## config.mk

```make
export PLATFORM = sky130hd
export DESIGN_NAME = regwr_arbiter
export DESIGN_NICKNAME = d
export VERILOG_FILES = /design/src/rtl/regwr_arbiter.sv
export SDC_FILE = /design/constraint.sdc
export NUM_CORES = 1
export LEC_CHECK = 0
export CAP_MARGIN = 5
export CORE_ASPECT_RATIO = 0.9
export CORE_MARGIN = 5
export CORE_UTILIZATION = 48
export DETAILED_ROUTE_END_ITERATION = 10
export PLACE_DENSITY = 0.84
export SYNTH_ARGS = -nofsm -noshare
export SYNTH_HDL_FRONTEND = slang
export SYNTH_SLANG_ARGS = --single-unit
export TNS_END_PERCENT = 30
```

## constraint.sdc

```tcl
create_clock -name clk -period 2.3 [get_ports clk]
set_input_delay 0.23 -clock clk [delete_from_list [all_inputs] [get_ports clk]]
set_output_delay 0.23 -clock clk [all_outputs]
set_load 0.01 [all_outputs]
```

## src/rtl/regwr_arbiter.sv

```systemverilog
// Register-file write-port arbiter: pipeline writeback has priority, LLU results queue in a FIFO.
// Optional starvation guard enabled by defining REGWR_STARVE_GUARD_EN.
module regwr_arbiter #(
    parameter int DEPTH        = 4,
    parameter int STARVE_LIMIT = 8
) (
    input  logic                       clk,
    input  logic                       rst,
    input  logic                       wb_write,
    input  logic [5:0]                 wb_rd,
    input  logic [31:0]                wb_data,
    output logic                       wb_stall,
    input  logic                       llu_valid,
    input  logic [5:0]                 llu_rd,
    input  logic [31:0]                llu_data,
    output logic                       llu_ready,
    input  logic [5:0]                 q_rd,
    output logic                       q_hit,
    output logic [$clog2(DEPTH):0]     pend_count,
    output logic [5:0]                 regno,
    output logic [31:0]                regdata,
    output logic                       write
);

    localparam int AW = $clog2(DEPTH);

    if (DEPTH < 2 || (DEPTH & (DEPTH - 1)) != 0 || STARVE_LIMIT < 1) begin : g_bad_params
        $error("regwr_arbiter: DEPTH must be a power of two >= 2 and STARVE_LIMIT >= 1");
    end

    logic [5:0]  mem_rd   [DEPTH];
    logic [31:0] mem_data [DEPTH];
    logic [AW-1:0] wr_ptr, rd_ptr;
    logic [AW:0]   count;

    logic full, empty, wb_req, pipe_write, deq, enq;

    assign full       = (count == (AW+1)'(DEPTH));
    assign empty      = (count == '0);
    assign llu_ready  = !rst && !full;
    assign enq        = llu_valid && llu_ready && (llu_rd != 6'd0);
    assign wb_req     = wb_write && (wb_rd != 6'd0);
    assign pipe_write = !rst && wb_req && !wb_stall;
    assign deq        = !rst && !pipe_write && !empty;
    assign write      = pipe_write || deq;
    assign regno      = pipe_write ? wb_rd   : mem_rd[rd_ptr];
    assign regdata    = pipe_write ? wb_data : mem_data[rd_ptr];
    assign pend_count = count;

`ifdef REGWR_STARVE_GUARD_EN
    localparam int SW = $clog2(STARVE_LIMIT + 1);
    logic [SW-1:0] starve_cnt;

    // Once the counter saturates at the limit the head is forced out ahead of the pipeline.
    assign wb_stall = !rst && !empty && (starve_cnt == SW'(STARVE_LIMIT));

    always_ff @(posedge clk or posedge rst) begin
        if (rst) begin
            starve_cnt <= '0;
        end else if (empty || deq) begin
            starve_cnt <= '0;
        end else if (starve_cnt != SW'(STARVE_LIMIT)) begin
            starve_cnt <= starve_cnt + 1'b1;
        end
    end
`else
    assign wb_stall = 1'b0;
`endif

    always_ff @(posedge clk or posedge rst) begin
        if (rst) begin
            wr_ptr <= '0;
            rd_ptr <= '0;
            count  <= '0;
        end else begin
            if (enq) wr_ptr <= wr_ptr + 1'b1;
            if (deq) rd_ptr <= rd_ptr + 1'b1;
            if (enq && !deq)      count <= count + 1'b1;
            else if (!enq && deq) count <= count - 1'b1;
        end
    end

    always_ff @(posedge clk) begin
        if (enq) begin
            mem_rd[wr_ptr]   <= llu_rd;
            mem_data[wr_ptr] <= llu_data;
        end
    end

    // Hazard match walks occupied slots from the head; the entry being written this cycle is not yet counted.
    always_comb begin
        logic [AW-1:0] idx;
        logic          hit;
        hit = 1'b0;
        idx = '0;
        for (int i = 0; i < DEPTH; i++) begin
            idx = rd_ptr + i[AW-1:0];
            if ((AW+1)'(i) < count && mem_rd[idx] == q_rd) hit = 1'b1;
        end
        q_hit = hit && (q_rd != 6'd0) && !rst;
    end

endmodule

```

==> flow_summary.ini <==
[status]
outcome = finished with violations
failed_checks = negative setup slack

[cells_and_area]
fin_cells = 806
antenna_cells = 0
num-fill-cells = 937
postLayoutCellArea_mm2 = 0.0101
drive_gt1_share_pct = 36.7
nNetsFinal = 691
syn2layout_area_growth_pct = 40.9

[power]
clockPowerShare_pct = 24.1
vdd_ir_drop_max_v = 0.000751
intPower_uw = 7980
p_leak_uw = 0.00369
switching_share_pct = 30.5
combPwrFrac_pct = 43.4
total_power_uw = 11500
power_density_mw_per_mm2 = 1130
switchingPower_uw = 3500
p_seq_share_pct = 32.4

[clock_tree]
cts_root_buffer = clkbuf_16
htreeDepth = 4
clock_path_buffers = 2
cts_tree = built
hold_buffers = 0
clkTransAtPathRegs_ns = 0.06
cts_made_buffers = 17
clk_latency_ns = 0.43
cts_sinks = 159

[timing]
fmax_mhz = 351
period_minus_slack_ns = 2.85
setup_viol = 24
drv_slew = 0
hold_viol_final = 0
whs_ns = 0.281
fin_crit_sh_pct = 124
setup_slack_ns = -0.546
rsz0062_at_grt = true
skew_ns = 0.0137

[routing]
drc_errors = 0
viasPerCell = 5.40
routed_wl_um = 17400
drtAntennaViolNets = 0
drt_iter0_markers = 283
via_count = 4353
drt_pass1_iterations = 5
routedWlPerCell_um = 21.6

[logic_synthesis]
ys_ff_latch = 159
synthesis.instances = 402
avgSynthCellArea_um2 = 17.9
yosysWarnings = 0
netlist.area_leader.share_pct = 63.6
synth_area_leaders = edfxtp_1, mux4_2, mux2_1
synth_cell_type_count = 39
syn-cell-area_mm2 = 0.00718
synth_fp_nets = 497
synth.largest_area_cell = edfxtp_1
ys_seq_area_share_pct = 66.0

[global_route]
grt_first_pass_wirelength_um = 27000
antenna_found_initial = 0
grt_max_degree = 29
grt_pass1_vias = 4790
gr-total-overflow = 0
grt_use_total_pct = 20.3

[placement]
dp_worst_setup_slack_ns = -0.640
place_inst = 755
gp_congestion = 0.928
place_hpwl_um = 11200
placed_area_mm2 = 0.00907
port_buffers = 129

[die]
ios = 131
dieHeight_um = 126
core_mm2 = 0.0147
start_util_pct = 48.8
die_w_um = 139
rows = 42
dieArea_mm2 = 0.0175

[worst_setup_path]
r2r_end = pend_count[2]
cp-end-kind = output port
worstRegToRegCells = 8
worst-endpoint-arrival_ns = 2.62
reg2reg_slack_ns = 0.28
r2r-start = pend_count[1]
path_max_fanout = 7
crit_type = register to output port
worst_setup_path_start_kind = register
required_ns = 2.07

[min_path]
hp-class = input pin to asynchronous set/reset pin

[run]
drv_cap = 0
-- power by group through the flow --
stage | Sequential [uW] | Combinational [uW] | Clock, uW
after floorplan | 3710 | 2470 | 0
final | 3720 | 4990 | 2770
after detailed placement | 3790 | 4180 | 0
after CTS | 3710 | 4920 | 2790
after global routing | 3750 | 5310 | 2920
after global placement | 3750 | 4130 | 0
-- cell families after synthesis --
family | synth area share (%)
AO/OA/AOI/OAI | 2.39
XOR/XNOR | 4.27
adder cells (fa/ha/maj) | 1.57
buffers and inverters | 2.46
flip-flops | 66.0
multiplexers | 20.4
other | 0.0522
AND/OR/NAND/NOR | 2.86
-- worst max-delay path, cell delays in order (launching register included) --
cell	delay (ns)
dfrtp_4	0.55
buf_4	0.21
mux2i_2	0.17
mux2i_1	0.28
xor2_1	0.22
nor4_1	0.08
or4_1	0.53
buf_2	0.16
-- final cells by class --
type,count,area (um2),share of cell area (%)
flip-flops and latches,159,4750,46.9
inverters,6,22.5,0.223
well taps,198,248,2.45
clock inverters,14,158,1.56
multi-input cells,213,2470,24.4
repair buffers,199,2040,20.2
clock buffers,17,425,4.21
-- state kept, by name, indices dropped and copies added (netlist names) --
| signal | cells |
|---|---|
| mem_data | 128 |
| rd_ptr | 2 |
| pend_count | 3 |
| wr_ptr | 2 |
| mem_rd | 24 |
-- Yosys cell counts --
| cell | instances |
|---|---|
| inv_2 | 1 |
| o31a_1 | 1 |
| buf_4 | 3 |
| ha_1 | 9 |
| xor2_1 | 15 |
| nand4_1 | 1 |
| and2_1 | 4 |
| a21o_1 | 1 |
| mux4_2 | 32 |
| clkbuf_1 | 6 |
| xnor2_1 | 20 |
| mux2i_1 | 28 |
| o2111ai_1 | 1 |
| o211ai_2 | 1 |
| mux2_4 | 1 |
| buf_6 | 3 |
| nor2_1 | 7 |
| o21ai_1 | 6 |
| mux2_1 | 36 |
| dfrtp_1 | 7 |
| mux2i_4 | 1 |
| buf_2 | 11 |
| mux2_2 | 2 |
| nand2_1 | 12 |
| nor4_1 | 6 |
| a21oi_1 | 7 |
| or4_1 | 3 |
| o21ai_0 | 5 |
| buf_12 | 1 |
| inv_1 | 5 |
| edfxtp_1 | 152 |
| o311a_1 | 1 |
| o31ai_2 | 1 |
| nor2_2 | 1 |
| nor2b_1 | 1 |
| nor3_1 | 6 |
| conb_1 | 1 |
| a31oi_1 | 2 |
| o311ai_0 | 1 |
-- metrics by stage --
stage               setup TNS [ns]  utilization, %
finish                       -2.25            68.8
detailed placement          -45.00            61.6
global route                 -4.33            68.8
global placement            -41.35            61.6
CTS                          -2.48            68.4
floorplan                    -7.72               -
-- placed cells by master, fill, tap and decap left out, types with 10 or more instances in the layout --
master / synthesis / routed
buf_12: 1 / 13
buf_4: 3 / 44
buf_6: 3 / 26
clkbuf_16: 0 / 17
clkdlybuf4s50_1: 0 / 86
dlygate4sd2_1: 0 / 10
edfxtp_1: 152 / 152
mux2_1: 36 / 11
mux2_4: 1 / 25
mux2i_1: 28 / 20
mux4_2: 32 / 32
nand2_1: 12 / 12
xnor2_1: 20 / 18
xor2_1: 15 / 13
-- worst max path at each step --
stage / start / to / slack [ns] / cells past startpoint
finish: rd_ptr[1] / q_hit / -0.55 / 7
global route: rd_ptr[1] / q_hit / -0.66 / 8
CTS: rd_ptr[1] / q_hit / -0.52 / 8
detailed placement: wb_rd[0] / regdata[30] / -0.64 / 7
global placement: rd_ptr[1] / q_hit / -0.57 / 8
floorplan: pend_count[0] / mem_data[0][0] / -0.05 / 5
-- layer usage --
layer	vias up	global-route usage (%)	routed length, um	share of wire [%]
met5	-	0	0	0
met2	182	34.5	8890	51
li1	1984	-	-	-
met1	2166	25.2	6980	40
met3	21	5.38	1280	7.4
met4	0	7.54	277	1.6
-- timing repair --
action	in CTS	in global routing
setup endpoints to repair	40	40
pin swaps	6	4
buffers inserted	17	1
resized for setup	221	18
gates cloned	2	0
(Power assumes the default switching activity.)
==> RTL change: new RTL, same flow settings <==
The option `REGWR_STARVE_GUARD_EN` is turned on by a define.
--- a/src/rtl/regwr_arbiter.sv
+++ b/src/rtl/regwr_arbiter.sv
@@ -1,5 +1,7 @@
 // Register-file write-port arbiter: pipeline writeback has priority, LLU results queue in a FIFO.
 // Optional starvation guard enabled by defining REGWR_STARVE_GUARD_EN.
+`define REGWR_STARVE_GUARD_EN
+
 module regwr_arbiter #(
     parameter int DEPTH        = 4,
     parameter int STARVE_LIMIT = 8
Check against the original RTL: same outputs for any inputs over 4 cycles, from zero or initial values and one cycle with rst high; that may be too few to reach the edited logic, so the function may still have changed.
==> RTL change against the original RTL <==
Synthesized area up 2.4%. Design area up 5.8%. Via count up 6.5%. The run still ends with setup timing left. Maximum frequency grew 3.8%. Count of clock-buffer cells in the layout stayed put. Total power increased by 5.8%. Non-clock buffer count up 17. Worst setup slack better by 100 ps. Largest power group unchanged. Wire length increased by 7.1%. Sequential share of layout area shrank 1.7 points. Sequential cell count increased by 4. Highest routed layer unchanged.
==> RTL change: results <==
{
  "outcome": "finished, violations left",
  "failed_checks": "setup timing",
  "reg_top3": "mem_data (128), mem_rd (24), starve_cnt (4)",
  "rr_startpoint": "starve_cnt[1]",
  "fill_cells": 907,
  "grt_pass1_wl_um": 28500,
  "grt_overflow": 0,
  "place_area_mm2": 0.00942,
  "synth_commonest_cells": "edfxtp_1 (152), mux2_2 (41), mux2i_1 (33), mux4_2 (32), xnor2_1 (25)",
  "drive_gt1_share_pct": 41.3,
  "setup_viol": 40,
  "num_antenna_cells": 0,
  "finalWirelength_um": 18700,
  "antenna_found_initial": 0,
  "worstPathMaxFanout": 10,
  "seqCellArea_mm2": 0.00484,
  "async_flop_share_pct": 6.75,
  "vias": 4638,
  "setup_slack_ps": -443,
  "hold_class": "in2async",
  "startpoint": "rd_ptr[1]",
  "r2r_setup_slack_ps": -30,
  "yosysWarnings": 0,
  "grt_pass1_vias": 5020,
  "post-dp-hpwl_um": 11500,
  "internal_power_mw": 8.44,
  "clkTransAtPathRegs_ps": 60,
  "synth_edf_count": 152,
  "fin_skew_ps": 10.4,
  "grt_max_degree": 29,
  "groute.usage.overall_pct": 20.9,
  "htreeDepth": 4,
  "cts_made_buffers": 17,
  "gp_congestion": 0.955,
  "synth.area.top_cells": "edfxtp_1 (62%), mux4_2 (9.8%), mux2_2 (6.3%)",
  "portBuffers": 130,
  "synthesis.nets": 516,
  "clockBufferDepth": 2,
  "drt_iter0_drc": 303,
  "final_nets": 728,
  "worstMarginPinSlew_ps": 374,
  "vdd_drop_max_mv": 0.692,
  "finalHoldViolCount": 0,
  "dr.pass1.iters": 5,
  "p_leak_nw": 4.03,
  "worstPathArrival_ps": 2510,
  "yosysSeqAreaShare_pct": 65.8,
  "ys_types": 36,
  "clkLatencyLatePin_ps": 420,
  "clock-root-buffer": "clkbuf_16"
}
[RTL change: area by class of cell]
type                    count  share of cell area [%]
inverters                  10                   0.351
clock inverters            15                    1.81
clock buffers              17                    3.97
repair buffers            216                    21.3
multi-input cells         223                    25.0
well taps                 202                    2.36
flip-flops and latches    163                    45.2
[RTL change: path summary, 6_finish.rpt]
check,endpoint,cells past startpoint
setup / recovery,q_hit,8
hold / removal,pend_count[2],3
max in group asynchronous,rd_ptr[0],3
hold reg to reg,starve_cnt[3],2
min in group clk,mem_data[1][23],1
setup reg to reg,pend_count[2],13
[RTL change: critical path: stages, from the launching register on]
cell and delay [ps]:
dfrtp_2 450, buf_12 160, buf_4 150, mux2i_4 190, mux2i_1 250, xor2_1 230, nor4_2 70, or4_1 450
buf_2 160
[RTL change: cells by family after synthesis]
group,share of synthesized area (%)
DFF,65.8
muxes,20.6
adders and majority gates,1.87
and+or+nand+nor,3.20
buffers and inverters,2.35
xor gates and xnor gates,4.17
AOI/OAI and AO/OA,2.08
[RTL change: metrics by stage]
stage          std cells  power (mW)  setup TNS (ps)  hold slack, ps
2_1_floorplan        419        6.41           -5560            99.1
3_3_place_gp         792        8.23          -27020             520
3_5_place_dp         792        8.36          -38470             586
4_1_cts              843        12.0           -7120             339
5_1_grt              846        12.7           -9390             356
6_report             846        12.1           -6560             358
[RTL change: what timing repair did]
action	in CTS	in global routing
resized for setup	248	35
endpoints found under the setup margin	41	84
pin swaps	6	4
buffers inserted	15	4
gates cloned	4	1
[RTL change: metal layers]
| metal | routed length (um) | track usage, % | share of wire, % | vias up |
|---|---|---|---|---|
| met5 | 0 | 0 | 0 | - |
| met2 | 9920 | 36.9 | 53 | 208 |
| met1 | 7190 | 26.0 | 39 | 2324 |
| met3 | 1320 | 5.58 | 7.1 | 28 |
| li1 | - | - | - | 2078 |
| met4 | 237 | 4.27 | 1.3 | 0 |
[RTL change: power groups by stage]
stage / clock (mW) / sequential [mW] / combinational, mW
detailed placement: 0 / 3.91 / 4.45
CTS: 2.96 / 3.80 / 5.21
floorplan: 0 / 3.81 / 2.60
global placement: 0 / 3.87 / 4.35
global route: 3.12 / 3.85 / 5.72
finish: 2.94 / 3.82 / 5.38
